<file path="src/rtl/vram_master.sv">
// Word-wide command front end that splits 16-bit accesses onto two 8-bit toggle-handshake VRAM ports.
// Define VRAM_MASTER_FIFO_EN for a 4-entry command FIFO; otherwise a single holding register is used.
module vram_master (
    input  logic        clk,
    input  logic        reset,
    input  logic        cmd_valid,
    output logic        cmd_ready,
    input  logic [14:0] cmd_addr,
    input  logic        cmd_we,
    input  logic [1:0]  cmd_be,
    input  logic [15:0] cmd_wdata,
    output logic        rd_valid,
    output logic [15:0] rd_data,
    output logic        idle,
    output logic [14:0] vram1_addr,
    output logic        vram1_req,
    input  logic        vram1_ack,
    output logic        vram1_we,
    output logic [7:0]  vram1_din,
    input  logic [7:0]  vram1_dout,
    output logic [14:0] vram2_addr,
    output logic        vram2_req,
    input  logic        vram2_ack,
    output logic        vram2_we,
    output logic [7:0]  vram2_din,
    input  logic [7:0]  vram2_dout
);

    typedef enum logic [1:0] {SYNC, IDLE, WAIT} state_t;

    typedef struct packed {
        logic [14:0] addr;
        logic        we;
        logic [1:0]  be;
        logic [15:0] wdata;
    } cmd_t;

    state_t     state;
    cmd_t       head;
    cmd_t       push_cmd;
    logic       push;
    logic       pop;
    logic       queue_empty;
    logic [1:0] lane_mask;
    logic       is_read;
    logic       lanes_done;

    assign push_cmd = '{addr: cmd_addr, we: cmd_we, be: cmd_be, wdata: cmd_wdata};
    assign push     = cmd_valid && cmd_ready;
    assign pop      = (state == IDLE) && !queue_empty;

`ifdef VRAM_MASTER_FIFO_EN
    cmd_t       fifo_mem [4];
    logic [1:0] wr_ptr;
    logic [1:0] rd_ptr;
    logic [2:0] count;

    assign queue_empty = (count == 3'd0);
    assign cmd_ready   = (count != 3'd4) && (state != SYNC);
    assign head        = fifo_mem[rd_ptr];

    always_ff @(posedge clk) begin
        if (push)
            fifo_mem[wr_ptr] <= push_cmd;
    end

    always_ff @(posedge clk or posedge reset) begin
        if (reset) begin
            wr_ptr <= 2'd0;
            rd_ptr <= 2'd0;
            count  <= 3'd0;
        end else begin
            if (push)
                wr_ptr <= wr_ptr + 2'd1;
            if (pop)
                rd_ptr <= rd_ptr + 2'd1;
            case ({push, pop})
                2'b10:   count <= count + 3'd1;
                2'b01:   count <= count - 3'd1;
                default: count <= count;
            endcase
        end
    end
`else
    cmd_t hold_q;
    logic hold_full;

    assign queue_empty = !hold_full;
    assign cmd_ready   = !hold_full && (state != SYNC);
    assign head        = hold_q;

    // Push only happens while empty and pop only while full, so they never coincide.
    always_ff @(posedge clk or posedge reset) begin
        if (reset) begin
            hold_q    <= '0;
            hold_full <= 1'b0;
        end else if (push) begin
            hold_q    <= push_cmd;
            hold_full <= 1'b1;
        end else if (pop) begin
            hold_full <= 1'b0;
        end
    end
`endif

    assign idle = (state == IDLE) && queue_empty;

    assign lanes_done = (!lane_mask[0] || (vram1_req == vram1_ack)) &&
                        (!lane_mask[1] || (vram2_req == vram2_ack));

    // Only lanes whose req was toggled gate completion, so single-lane accesses never wait on the idle port.
    always_ff @(posedge clk or posedge reset) begin
        if (reset) begin
            state      <= SYNC;
            vram1_addr <= '0;
            vram1_req  <= 1'b0;
            vram1_we   <= 1'b0;
            vram1_din  <= '0;
            vram2_addr <= '0;
            vram2_req  <= 1'b0;
            vram2_we   <= 1'b0;
            vram2_din  <= '0;
            rd_valid   <= 1'b0;
            rd_data    <= '0;
            lane_mask  <= 2'b00;
            is_read    <= 1'b0;
        end else begin
            rd_valid <= 1'b0;
            case (state)
                SYNC: begin
                    if ((vram1_req == vram1_ack) && (vram2_req == vram2_ack))
                        state <= IDLE;
                end
                IDLE: begin
                    if (!queue_empty) begin
                        vram1_addr <= head.addr;
                        vram2_addr <= head.addr;
                        vram1_we   <= head.we;
                        vram2_we   <= head.we;
                        vram1_din  <= head.wdata[7:0];
                        vram2_din  <= head.wdata[15:8];
                        lane_mask  <= head.be;
                        is_read    <= !head.we;
                        if (head.be[0])
                            vram1_req <= ~vram1_req;
                        if (head.be[1])
                            vram2_req <= ~vram2_req;
                        if (head.be != 2'b00)
                            state <= WAIT;
                    end
                end
                WAIT: begin
                    if (lanes_done) begin
                        state <= IDLE;
                        if (is_read) begin
                            rd_valid <= 1'b1;
                            rd_data  <= {lane_mask[1] ? vram2_dout : 8'h00,
                                         lane_mask[0] ? vram1_dout : 8'h00};
                        end
                    end
                end
                default: state <= SYNC;
            endcase
        end
    end

endmodule

</file>
<file path="config.mk">
export PLATFORM = sky130hd
export DESIGN_NAME = vram_master
export DESIGN_NICKNAME = d
export VERILOG_FILES = /design/src/rtl/vram_master.sv
export SDC_FILE = /design/constraint.sdc
export NUM_CORES = 1
export LEC_CHECK = 0
export BUFFER_PORTS_ARGS = -buffer_cell sky130_fd_sc_hd__buf_2
export CORE_MARGIN = 3
export CORE_UTILIZATION = 34
export CTS_BUF_LIST = sky130_fd_sc_hd__clkbuf_2 sky130_fd_sc_hd__clkbuf_4 sky130_fd_sc_hd__clkbuf_8
export CTS_CLUSTER_DIAMETER = 50
export DETAILED_ROUTE_END_ITERATION = 7
export GPL_ROUTABILITY_DRIVEN = 0
export GPL_TIMING_DRIVEN = 0
export HOLD_SLACK_MARGIN = 0.15
export PLACE_DENSITY = 0.69
export SYNTH_ARGS = -nofsm -noshare
export SYNTH_HDL_FRONTEND = slang
export SYNTH_SLANG_ARGS = --single-unit
</file>
<file path="constraint.sdc">
create_clock -name clk -period 2.79 [get_ports clk]
set_input_delay 0.4185 -clock clk [delete_from_list [all_inputs] [get_ports clk]]
set_output_delay 0.4185 -clock clk [all_outputs]
set_load 0.005 [all_outputs]
</file>
==> flow_results.xml, run 1 <==
<?xml version="1.0" encoding="UTF-8"?>
<metrics>
  <group name="outcome">
    <metric name="status" unit="">completed</metric>
  </group>
  <group name="finish">
    <metric name="insertedDiodeCount" unit="">0</metric>
    <metric name="mostFrequentLayoutCell" unit="">sky130_fd_sc_hd__buf_2</metric>
    <metric name="syn_to_final_growth" unit="%">27.3</metric>
    <metric name="drive_above_1_share" unit="%">43.9</metric>
    <metric name="most-common-layout-cells" unit="">133 x sky130_fd_sc_hd__buf_2, 120 x sky130_fd_sc_hd__nand2_1, 91 x sky130_fd_sc_hd__dfrtp_1</metric>
    <metric name="layout.core_utilization" unit="%">45.3</metric>
    <metric name="design.final.nets" unit="">524</metric>
    <metric name="final_instance_area" unit="sq um">4780</metric>
  </group>
  <group name="worst_setup_path">
    <metric name="worst-endpoint-arrival" unit="ps">1270</metric>
    <metric name="path_max_fanout" unit="">10</metric>
    <metric name="end_kind" unit="">output port</metric>
    <metric name="cp-start-kind" unit="">register</metric>
    <metric name="worst-r2r-setup-slack" unit="ps">1240</metric>
    <metric name="reg2reg_from" unit="">vram1_req$_DFFE_PP0P_</metric>
    <metric name="timing.reg2reg.worst_path_depth" unit="">5</metric>
    <metric name="worst-endpoint-required" unit="ps">2370</metric>
    <metric name="path_class" unit="">register to output port</metric>
    <metric name="worst_r2r_endpoint" unit="">rd_data[1]$_DFFE_PP0P_</metric>
  </group>
  <group name="die">
    <metric name="floorplan.core_area" unit="sq um">10600</metric>
    <metric name="initial_utilization" unit="%">35.6</metric>
    <metric name="die_h" unit="um">111</metric>
    <metric name="io-pin-count" unit="">124</metric>
    <metric name="core.rowCount" unit="">37</metric>
    <metric name="dieArea" unit="sq um">12400</metric>
    <metric name="die-width" unit="um">111</metric>
  </group>
  <group name="logic_synthesis">
    <metric name="seq_area_frac_synth" unit="%">60.6</metric>
    <metric name="ys_dominant_reg_cell" unit="">sky130_fd_sc_hd__dfrtp_1</metric>
    <metric name="postSynthAreaPerCell" unit="sq um">11.3</metric>
    <metric name="synth_seq_cells" unit="">91</metric>
    <metric name="postSynthNetCount" unit="">388</metric>
    <metric name="synth_cells" unit="">333</metric>
    <metric name="ys.warnings.count" unit="">0</metric>
    <metric name="netlist-cell-type-count" unit="">28</metric>
    <metric name="post_synth_instance_area" unit="sq um">3760</metric>
    <metric name="synth_async_sr_flop_share" unit="%">100</metric>
    <metric name="synth_enable_flop_cells" unit="">0</metric>
  </group>
  <group name="drt">
    <metric name="detailedRoute.firstIterationViolations" unit="">100</metric>
    <metric name="drc_markers" unit="">0</metric>
    <metric name="routed-via-count" unit="">2674</metric>
    <metric name="routed_via_density" unit="">4.38</metric>
    <metric name="drt_first_pass_iters" unit="">4</metric>
    <metric name="post_drt_wl_per_cell" unit="um">13.3</metric>
    <metric name="antenna_left" unit="">0</metric>
    <metric name="routed_wl" unit="um">8090</metric>
  </group>
  <group name="cts">
    <metric name="ctsRootBufferMaster" unit="">sky130_fd_sc_hd__clkbuf_8</metric>
    <metric name="cts_buffers" unit="">9</metric>
    <metric name="cts_tree" unit="">done</metric>
    <metric name="cts.reportedPaths.clkPinSlew" unit="ps">90</metric>
    <metric name="ctsHtreeMaxLevel" unit="">3</metric>
    <metric name="clock_insertion_delay_worst_skew" unit="ps">350</metric>
    <metric name="clock-sinks" unit="">91</metric>
    <metric name="largest_buffer_count_on_any_clock_path" unit="">2</metric>
  </group>
  <group name="sta">
    <metric name="tns" unit="ps">0</metric>
    <metric name="maximum_clock_frequency" unit="GHz">0.593</metric>
    <metric name="finalWorstPathRequiredPeriod" unit="ps">1690</metric>
    <metric name="hold_viol" unit="">0</metric>
    <metric name="layout_worst_path_cycle_share" unit="%">60.5</metric>
    <metric name="grt_setup_unrepaired" unit="">no</metric>
    <metric name="skew" unit="ps">16.1</metric>
    <metric name="timing.hold.ws" unit="ps">273</metric>
    <metric name="final_max_slew_viol_count" unit="">0</metric>
    <metric name="timing.max_slew.rel_slack" unit="%">66.0</metric>
    <metric name="setup_viol_count_final" unit="">0</metric>
    <metric name="worst_pin_slew" unit="ps">509</metric>
  </group>
  <group name="placement">
    <metric name="placedInstanceArea" unit="sq um">4570</metric>
    <metric name="place.port_buffers" unit="">123</metric>
    <metric name="place.detailed.hpwl" unit="um">5820</metric>
  </group>
  <group name="grt">
    <metric name="grt_remaining_overflow" unit="">0</metric>
    <metric name="grt_max_degree" unit="">54</metric>
    <metric name="grt_first_pass_wirelength" unit="um">13700</metric>
    <metric name="via_count_of_the_first_global_routing_pass" unit="">2920</metric>
    <metric name="number_of_antenna_violations_at_the_first_check_in_global_routing" unit="">0</metric>
    <metric name="global_route.usage.total" unit="%">13.6</metric>
  </group>
  <group name="hold_path">
    <metric name="min-delay-start" unit="">cmd_wdata[15]</metric>
    <metric name="hold-path-cell-count" unit="">2</metric>
    <metric name="worst_hold_path.endpoint" unit="">head[15]$_DFFE_PP0P_</metric>
    <metric name="worst_hold_path_type" unit="">primary input to register</metric>
  </group>
  <group name="power">
    <metric name="vdd_drop_max" unit="uV">445</metric>
    <metric name="power_density" unit="nW/um^2">1050</metric>
    <metric name="leakage" unit="nW">2.54</metric>
  </group>
  <group name="job">
    <metric name="max_cap_violations" unit="">0</metric>
  </group>
</metrics>
## worst max-delay path: stages (launching register included)
cell and delay [ps]:
sky130_fd_sc_hd__dfrtp_1 360, sky130_fd_sc_hd__buf_2 170, sky130_fd_sc_hd__nor3b_1 240, sky130_fd_sc_hd__buf_2 160
## synth_stat cells, types with 2 or more instances
library cell                 n  area [sq um]
sky130_fd_sc_hd__nand2_1   120           450
sky130_fd_sc_hd__dfrtp_1    91          2280
sky130_fd_sc_hd__mux2_2     33           372
sky130_fd_sc_hd__inv_1      18          67.6
sky130_fd_sc_hd__buf_4      16           120
sky130_fd_sc_hd__mux2i_1    16           160
sky130_fd_sc_hd__buf_2      10          50.1
sky130_fd_sc_hd__buf_6       4          45.0
sky130_fd_sc_hd__xor2_1      3          26.3
sky130_fd_sc_hd__clkbuf_1    2          7.51
sky130_fd_sc_hd__nand3b_1    2          15.0
sky130_fd_sc_hd__xnor2_1     2          17.5
## sequential cells by signal (all words and copies together) (netlist names)
register	flops
is_read	1
rd_valid	1
hold_full	1
state	2
lane_mask	2
vram2_addr	15
head	34
vram2_req	1
vram2_we	1
rd_data	16
vram2_din	8
vram1_req	1
vram1_din	8
## worst max path at each step
stage / cells after the start / slack [ps] / from / endpoint
floorplan: 1 / 8 / reset / head[0]$_DFFE_PP0P_
finish: 3 / 1100 / state[1]$_DFFE_PP0P_ / idle
detailed placement: 6 / 1130 / vram1_ack / rd_data[5]$_DFFE_PP0P_
global placement: 2 / -1020 / reset / head[15]$_DFFE_PP0P_
CTS: 3 / 1070 / state[1]$_DFFE_PP0P_ / idle
global route: 3 / 1030 / state[1]$_DFFE_PP0P_ / idle
## logic make-up (layout without fill, tap and decap cells)
kind of cell / count (synthesis) / after routing / share of synthesized area [%]
AO/OA/AOI/OAI: 8 / 8 / 2.03
XOR/XNOR: 5 / 5 / 1.17
buffers and inverters: 51 / 192 / 8.26
flip-flops: 91 / 91 / 60.6
multiplexers: 50 / 50 / 14.4
AND/OR/NAND/NOR: 128 / 128 / 13.5
## through the flow
step | power (W) | setup slack [ps] | cells
floorplan | 0.00347 | 7.89 | 333
global placement | 0.00413 | -1020 | 592
detailed placement | 0.00424 | 1130 | 593
CTS | 0.00512 | 1070 | 610
global route | 0.00544 | 1030 | 610
finish | 0.00502 | 1100 | 610
## cell type report
class | instances | area (sq um)
Multi-Input combinational cell | 191 | 1170
Buffer | 33 | 243
Sequential cell | 91 | 2280
Clock buffer | 12 | 165
Tap cell | 136 | 170
Timing Repair Buffer | 125 | 653
Fill cell | 1015 | 5770
Clock inverter | 4 | 33.8
Inverter | 18 | 70.1
## report_power, final
group / internal [W] / switching, W / total (W)
Clock: 0.000402 / 0.000461 / 0.000863
Sequential: 0.00189 / 0.000318 / 0.00221
Combinational: 0.00103 / 0.000915 / 0.00194
Total: 0.00332 / 0.00169 / 0.00502
## repair_timing
item                       4_1_cts  5_1_grt
setup buffers                    0        0
setup endpoints to repair        0        0
gates resized for setup          0        0
hold buffers                     1        0
hold endpoints to repair        38        0
## routing by layer
metal,part of all wire [%],track usage (%),routed length (um),vias up
met5,0,0,0,-
met2,50,24.2,4070,76
met3,6.2,3.55,500,9
met1,42,15.8,3410,1287
met4,1.4,4.38,112,0
li1,-,-,-,1302
No activity file was read; power rests on OpenSTA's default activity.
==> run 2: changes to the inputs <==
- PLACE_DENSITY: 0.69 -> 0.66
- clock period: 2.79 -> 1.8 ns (I/O delays scaled with it)
==> flow_results.xml, run 2 (synthesis gave the netlist of run 1 again) <==
<?xml version="1.0" encoding="UTF-8"?>
<metrics>
  <group name="outcome">
    <metric name="status" unit="">completed</metric>
  </group>
  <group name="drt">
    <metric name="drc_markers" unit="">0</metric>
    <metric name="detailedRoute.firstIterationViolations" unit="">95</metric>
    <metric name="post_drt_wl_per_cell" unit="um">12.9</metric>
    <metric name="drt_first_pass_iters" unit="">4</metric>
    <metric name="antenna_left" unit="">0</metric>
    <metric name="routed-via-count" unit="">2875</metric>
    <metric name="routed_wl" unit="um">8400</metric>
    <metric name="routed_via_density" unit="">4.40</metric>
  </group>
  <group name="grt">
    <metric name="via_count_of_the_first_global_routing_pass" unit="">2961</metric>
    <metric name="grt_first_pass_wirelength" unit="um">14300</metric>
    <metric name="grt_max_degree" unit="">43</metric>
    <metric name="number_of_antenna_violations_at_the_first_check_in_global_routing" unit="">0</metric>
    <metric name="grt_remaining_overflow" unit="">0</metric>
    <metric name="global_route.usage.total" unit="%">14.3</metric>
  </group>
  <group name="hold_path">
    <metric name="min-delay-start" unit="">vram1_dout[1]</metric>
    <metric name="worst_hold_path.endpoint" unit="">rd_data[1]$_DFFE_PP0P_</metric>
    <metric name="hold-path-cell-count" unit="">3</metric>
    <metric name="worst_hold_path_type" unit="">primary input to register</metric>
  </group>
  <group name="cts">
    <metric name="ctsRootBufferMaster" unit="">sky130_fd_sc_hd__clkbuf_8</metric>
    <metric name="post_cts_resized" unit="">0</metric>
    <metric name="cts.reportedPaths.clkPinSlew" unit="ps">80</metric>
    <metric name="clock_insertion_delay_worst_skew" unit="ps">350</metric>
    <metric name="largest_buffer_count_on_any_clock_path" unit="">2</metric>
    <metric name="cts_tree" unit="">done</metric>
    <metric name="clock-sinks" unit="">91</metric>
    <metric name="cts_post_setup_buffers_inserted" unit="">0</metric>
    <metric name="ctsHtreeMaxLevel" unit="">3</metric>
    <metric name="cts_buffers" unit="">9</metric>
  </group>
  <group name="die">
    <metric name="die-width" unit="um">111</metric>
    <metric name="floorplan.core_area" unit="sq um">10600</metric>
    <metric name="core.rowCount" unit="">37</metric>
    <metric name="io-pin-count" unit="">124</metric>
    <metric name="die_h" unit="um">111</metric>
    <metric name="initial_utilization" unit="%">35.6</metric>
    <metric name="dieArea" unit="sq um">12400</metric>
  </group>
  <group name="finish">
    <metric name="syn_to_final_growth" unit="%">39.3</metric>
    <metric name="most-common-layout-cells" unit="">133 x sky130_fd_sc_hd__buf_2, 120 x sky130_fd_sc_hd__nand2_1, 91 x sky130_fd_sc_hd__dfrtp_1</metric>
    <metric name="design.final.nets" unit="">567</metric>
    <metric name="insertedDiodeCount" unit="">0</metric>
    <metric name="max_reg_flops" unit="">34</metric>
    <metric name="drive_above_1_share" unit="%">40.4</metric>
    <metric name="final_instance_area" unit="sq um">5240</metric>
    <metric name="mostFrequentLayoutCell" unit="">sky130_fd_sc_hd__buf_2</metric>
  </group>
  <group name="worst_setup_path">
    <metric name="worst-endpoint-arrival" unit="ps">1820</metric>
    <metric name="worst-endpoint-required" unit="ps">2050</metric>
    <metric name="path_max_fanout" unit="">10</metric>
    <metric name="reg2reg_from" unit="">state[1]$_DFFE_PP0P_</metric>
    <metric name="cp-start-kind" unit="">register</metric>
    <metric name="worst-r2r-setup-slack" unit="ps">220</metric>
    <metric name="worst_r2r_endpoint" unit="">vram2_addr[2]$_DFFE_PP0P_</metric>
    <metric name="end_kind" unit="">register</metric>
    <metric name="timing.reg2reg.worst_path_depth" unit="">5</metric>
    <metric name="path_class" unit="">register to register</metric>
  </group>
  <group name="power">
    <metric name="leakage" unit="nW">2.72</metric>
    <metric name="vdd_drop_max" unit="uV">661</metric>
    <metric name="finalPower" unit="W">0.00798</metric>
    <metric name="power_density" unit="nW/um^2">1520</metric>
  </group>
  <group name="sta">
    <metric name="timing.max_slew.rel_slack" unit="%">69.4</metric>
    <metric name="layout_worst_path_cycle_share" unit="%">87.5</metric>
    <metric name="maximum_clock_frequency" unit="GHz">0.635</metric>
    <metric name="final_max_slew_viol_count" unit="">0</metric>
    <metric name="skew" unit="ps">7.54</metric>
    <metric name="finalWorstPathRequiredPeriod" unit="ps">1580</metric>
    <metric name="hold_viol" unit="">0</metric>
    <metric name="grt_setup_unrepaired" unit="">no</metric>
    <metric name="timing.hold.ws" unit="ps">172</metric>
    <metric name="worst_pin_slew" unit="ps">458</metric>
    <metric name="setup_viol_count_final" unit="">0</metric>
  </group>
  <group name="placement">
    <metric name="place.detailed.hpwl" unit="um">5690</metric>
    <metric name="placedInstanceArea" unit="sq um">4590</metric>
    <metric name="place.port_buffers" unit="">123</metric>
  </group>
  <group name="job">
    <metric name="max_cap_violations" unit="">0</metric>
  </group>
</metrics>
[run 2: cell count changes in the layout (fill, tap and decap cells not counted), sizes merged]
cell	previous run	this run
dlygate4sd3	1	43
clkinv	3	0
clkinvlp	1	3
buf	155	156
bufinv	0	1
clkbuf	14	15
inv	18	17
[run 2: power breakdown]
| part | leakage, nW | switching, W | internal [W] | total [W] |
|---|---|---|---|---|
| Sequential | 1.14 | 0.000483 | 0.00293 | 0.00342 |
| Combinational | 1.48 | 0.00144 | 0.00166 | 0.00310 |
| Clock | 0.105 | 0.000693 | 0.000772 | 0.00146 |
| Total | 2.72 | 0.00262 | 0.00536 | 0.00798 |
[run 2: stage by stage]
step | cells | setup TNS (ps) | util, % | setup slack, ps
after detailed placement | 594 | 0 | 43.5 | 245
final | 653 | 0 | 49.6 | 224
after global placement | 592 | -13470 | 43.1 | -154
after CTS | 651 | 0 | 49.4 | 214
after global routing | 653 | 0 | 49.6 | 123
after floorplan | 333 | 0 | - | 364
[run 2: how the worst max path moves through the flow]
stage / cells after the start / start / slack (ps) / to
6_report: 5 / state[1]$_DFFE_PP0P_ / 220 / vram2_addr[2]$_DFFE_PP0P_
5_1_grt: 5 / vram1_req$_DFFE_PP0P_ / 120 / rd_data[8]$_DFFE_PP0P_
4_1_cts: 3 / state[1]$_DFFE_PP0P_ / 210 / idle
3_5_place_dp: 5 / state[0]$_DFFE_PP0P_ / 250 / head[17]$_DFFE_PP0P_
3_3_place_gp: 2 / reset / -150 / head[12]$_DFFE_PP0P_
2_1_floorplan: 5 / vram1_req$_DFFE_PP0P_ / 360 / rd_data[0]$_DFFE_PP0P_
[run 2: timing repair]
action,CTS,global route
endpoints found under the setup margin,0,0
endpoints found under the hold margin,51,2
hold buffers,41,2
[run 2: layout make-up]
class / count / area [sq um]
plain buffers: 33 / 243
clock buffers: 13 / 173
clock inverters: 3 / 45.0
fillers: 960 / 5320
inverters: 18 / 71.3
multi-input cells: 191 / 1170
flip-flops and latches: 91 / 2280
well taps: 136 / 170
repair buffers: 168 / 1090
[run 2: critical path, stage by stage, from the launching register on]
cell	delay, ps
sky130_fd_sc_hd__dfrtp_1	370
sky130_fd_sc_hd__buf_2	170
sky130_fd_sc_hd__nand3b_1	430
sky130_fd_sc_hd__buf_2	330
sky130_fd_sc_hd__nand2_1	110
sky130_fd_sc_hd__nand2_1	60
[run 2: metal layers]
metal  global-route usage, %  part of all wire (%)  wire, um
met1                    17.1                    42      3570
met2                    24.7                    50      4220
met3                    3.11                   5.4       454
met4                    6.08                   1.9       163
met5                       0                     0         0
==> run 3: changes to the inputs <==
- CORE_UTILIZATION: 34 -> 50
- PLACE_DENSITY: 0.66 -> 0.88
==> flow_results.xml, run 3 (synthesis gave the netlist of run 1 again) <==
<?xml version="1.0" encoding="UTF-8"?>
<metrics>
  <group name="finish">
    <metric name="area.sequential" unit="sq um">2280</metric>
    <metric name="multiInputGateArea" unit="sq um">1170</metric>
    <metric name="most-common-layout-cells" unit="">133 x sky130_fd_sc_hd__buf_2, 120 x sky130_fd_sc_hd__nand2_1, 91 x sky130_fd_sc_hd__dfrtp_1</metric>
    <metric name="insertedDiodeCount" unit="">0</metric>
    <metric name="layout.core_utilization" unit="%">70.6</metric>
    <metric name="drive_above_1_share" unit="%">42.1</metric>
    <metric name="max_reg_flops" unit="">34</metric>
    <metric name="fillerInstances" unit="">547</metric>
    <metric name="design.final.nets" unit="">546</metric>
    <metric name="syn_to_final_growth" unit="%">32.6</metric>
    <metric name="mostFrequentLayoutCell" unit="">sky130_fd_sc_hd__buf_2</metric>
  </group>
  <group name="sta">
    <metric name="setup_viol_count_final" unit="">0</metric>
    <metric name="worst_pin_slew" unit="ps">493</metric>
    <metric name="layout_worst_path_cycle_share" unit="%">88.0</metric>
    <metric name="tns" unit="ps">0</metric>
    <metric name="finalWorstPathRequiredPeriod" unit="ps">1580</metric>
    <metric name="maximum_clock_frequency" unit="GHz">0.631</metric>
    <metric name="timing.max_slew.rel_slack" unit="%">67.1</metric>
    <metric name="grt_setup_unrepaired" unit="">no</metric>
    <metric name="hold_viol" unit="">0</metric>
    <metric name="skew" unit="ps">5.20</metric>
    <metric name="final_max_slew_viol_count" unit="">0</metric>
  </group>
  <group name="drt">
    <metric name="routed_via_density" unit="">4.76</metric>
    <metric name="antenna_left" unit="">0</metric>
    <metric name="routed-via-count" unit="">2815</metric>
    <metric name="detailedRoute.firstIterationViolations" unit="">79</metric>
    <metric name="drt_first_pass_iters" unit="">4</metric>
    <metric name="routed_wl" unit="um">8110</metric>
    <metric name="post_drt_wl_per_cell" unit="um">13.7</metric>
    <metric name="drc_markers" unit="">0</metric>
  </group>
  <group name="worst_setup_path">
    <metric name="worst_r2r_endpoint" unit="">rd_data[5]$_DFFE_PP0P_</metric>
    <metric name="timing.reg2reg.worst_path_depth" unit="">5</metric>
    <metric name="worst-endpoint-required" unit="ps">2060</metric>
    <metric name="worst-r2r-setup-slack" unit="ps">220</metric>
    <metric name="path_max_fanout" unit="">10</metric>
    <metric name="end_kind" unit="">register</metric>
    <metric name="reg2reg_from" unit="">vram1_req$_DFFE_PP0P_</metric>
    <metric name="worst-endpoint-arrival" unit="ps">1850</metric>
    <metric name="cp-start-kind" unit="">register</metric>
    <metric name="path_class" unit="">register to register</metric>
  </group>
  <group name="cts">
    <metric name="cts_hold_repair.buffers" unit="">22</metric>
    <metric name="post_cts_resized" unit="">0</metric>
    <metric name="largest_buffer_count_on_any_clock_path" unit="">2</metric>
    <metric name="clock_insertion_delay_worst_skew" unit="ps">340</metric>
    <metric name="cts_tree" unit="">done</metric>
    <metric name="cts_post_setup_buffers_inserted" unit="">0</metric>
    <metric name="clock-sinks" unit="">91</metric>
    <metric name="cts.reportedPaths.clkPinSlew" unit="ps">80</metric>
    <metric name="ctsRootBufferMaster" unit="">sky130_fd_sc_hd__clkbuf_8</metric>
    <metric name="ctsHtreeMaxLevel" unit="">3</metric>
    <metric name="cts_buffers" unit="">9</metric>
  </group>
  <group name="grt">
    <metric name="grt_max_degree" unit="">40</metric>
    <metric name="grt_first_pass_wirelength" unit="um">13500</metric>
    <metric name="number_of_antenna_violations_at_the_first_check_in_global_routing" unit="">0</metric>
    <metric name="via_count_of_the_first_global_routing_pass" unit="">2934</metric>
    <metric name="global_route.usage.total" unit="%">20.0</metric>
    <metric name="grt_remaining_overflow" unit="">0</metric>
  </group>
  <group name="die">
    <metric name="core.rowCount" unit="">30</metric>
    <metric name="io-pin-count" unit="">124</metric>
    <metric name="floorplan.core_area" unit="sq um">7060</metric>
    <metric name="die-width" unit="um">92.7</metric>
    <metric name="dieArea" unit="sq um">8590</metric>
    <metric name="die_h" unit="um">92.7</metric>
    <metric name="initial_utilization" unit="%">53.3</metric>
  </group>
  <group name="hold_path">
    <metric name="hold-path-cell-count" unit="">2</metric>
    <metric name="min-delay-start" unit="">cmd_be[1]</metric>
    <metric name="worst_hold_path_type" unit="">primary input to register</metric>
    <metric name="worst_hold_path.endpoint" unit="">head[17]$_DFFE_PP0P_</metric>
  </group>
  <group name="power">
    <metric name="power_density" unit="nW/um^2">1610</metric>
    <metric name="finalPower" unit="W">0.00804</metric>
    <metric name="vdd_drop_max" unit="uV">993</metric>
    <metric name="leakage" unit="nW">2.65</metric>
  </group>
  <group name="placement">
    <metric name="place.detailed.hpwl" unit="um">5830</metric>
    <metric name="place.port_buffers" unit="">123</metric>
  </group>
  <group name="outcome">
    <metric name="status" unit="">completed</metric>
  </group>
  <group name="job">
    <metric name="max_cap_violations" unit="">0</metric>
  </group>
</metrics>
-- run 3: area by class of cell --
| cell class | instances | share of cell area, % |
|---|---|---|
| sequential | 91 | 45.7 |
| inverter | 18 | 1.43 |
| clock buffer | 10 | 2.76 |
| multi-input combinational | 191 | 23.5 |
| clock inverter | 6 | 1.76 |
| tap | 96 | 2.41 |
| timing repair buffer | 147 | 17.6 |
| buffer | 33 | 4.87 |
-- run 3: metrics by stage --
step | setup slack, ps | instances | cell area [sq um] | hold WS [ps]
floorplan | 364 | 333 | 3760 | 402
CTS | 204 | 592 | 4980 | 151
finish | 216 | 592 | 4980 | 154
global route | 82.1 | 592 | 4980 | 151
global placement | -59.9 | 552 | 4500 | 440
detailed placement | 233 | 554 | 4540 | 327
-- run 3: worst max-delay path, stage by stage (launching register included) --
cell	delay [ps]
sky130_fd_sc_hd__dfrtp_1	420
sky130_fd_sc_hd__xor2_1	210
sky130_fd_sc_hd__a221oi_2	320
sky130_fd_sc_hd__buf_6	200
sky130_fd_sc_hd__buf_12	150
sky130_fd_sc_hd__mux2i_1	200
-- run 3: worst max-delay path by stage --
stage / from / to / cells past startpoint
6_report: vram1_req$_DFFE_PP0P_ / rd_data[5]$_DFFE_PP0P_ / 5
5_1_grt: vram1_req$_DFFE_PP0P_ / rd_data[3]$_DFFE_PP0P_ / 5
4_1_cts: vram1_req$_DFFE_PP0P_ / rd_data[5]$_DFFE_PP0P_ / 5
3_5_place_dp: vram1_req$_DFFE_PP0P_ / rd_data[5]$_DFFE_PP0P_ / 5
3_3_place_gp: reset / head[26]$_DFFE_PP0P_ / 2
2_1_floorplan: vram1_req$_DFFE_PP0P_ / rd_data[0]$_DFFE_PP0P_ / 5
-- run 3: layer usage --
| metal | vias up | GRT usage [%] | routed length (um) |
|---|---|---|---|
| li1 | 1350 | - | - |
| met1 | 1364 | 23.0 | 3250 |
| met2 | 91 | 37.3 | 4300 |
| met3 | 10 | 3.57 | 447 |
| met4 | 0 | 6.59 | 110 |
| met5 | - | 0 | 0 |
-- run 3: power breakdown --
| group | total, W | internal [W] | leakage [nW] | switching (W) |
|---|---|---|---|---|
| clock | 0.00150 | 0.000822 | 0.117 | 0.000677 |
| combinational | 0.00309 | 0.00163 | 1.39 | 0.00146 |
| sequential | 0.00344 | 0.00294 | 1.14 | 0.000508 |
| total | 0.00804 | 0.00539 | 2.65 | 0.00265 |
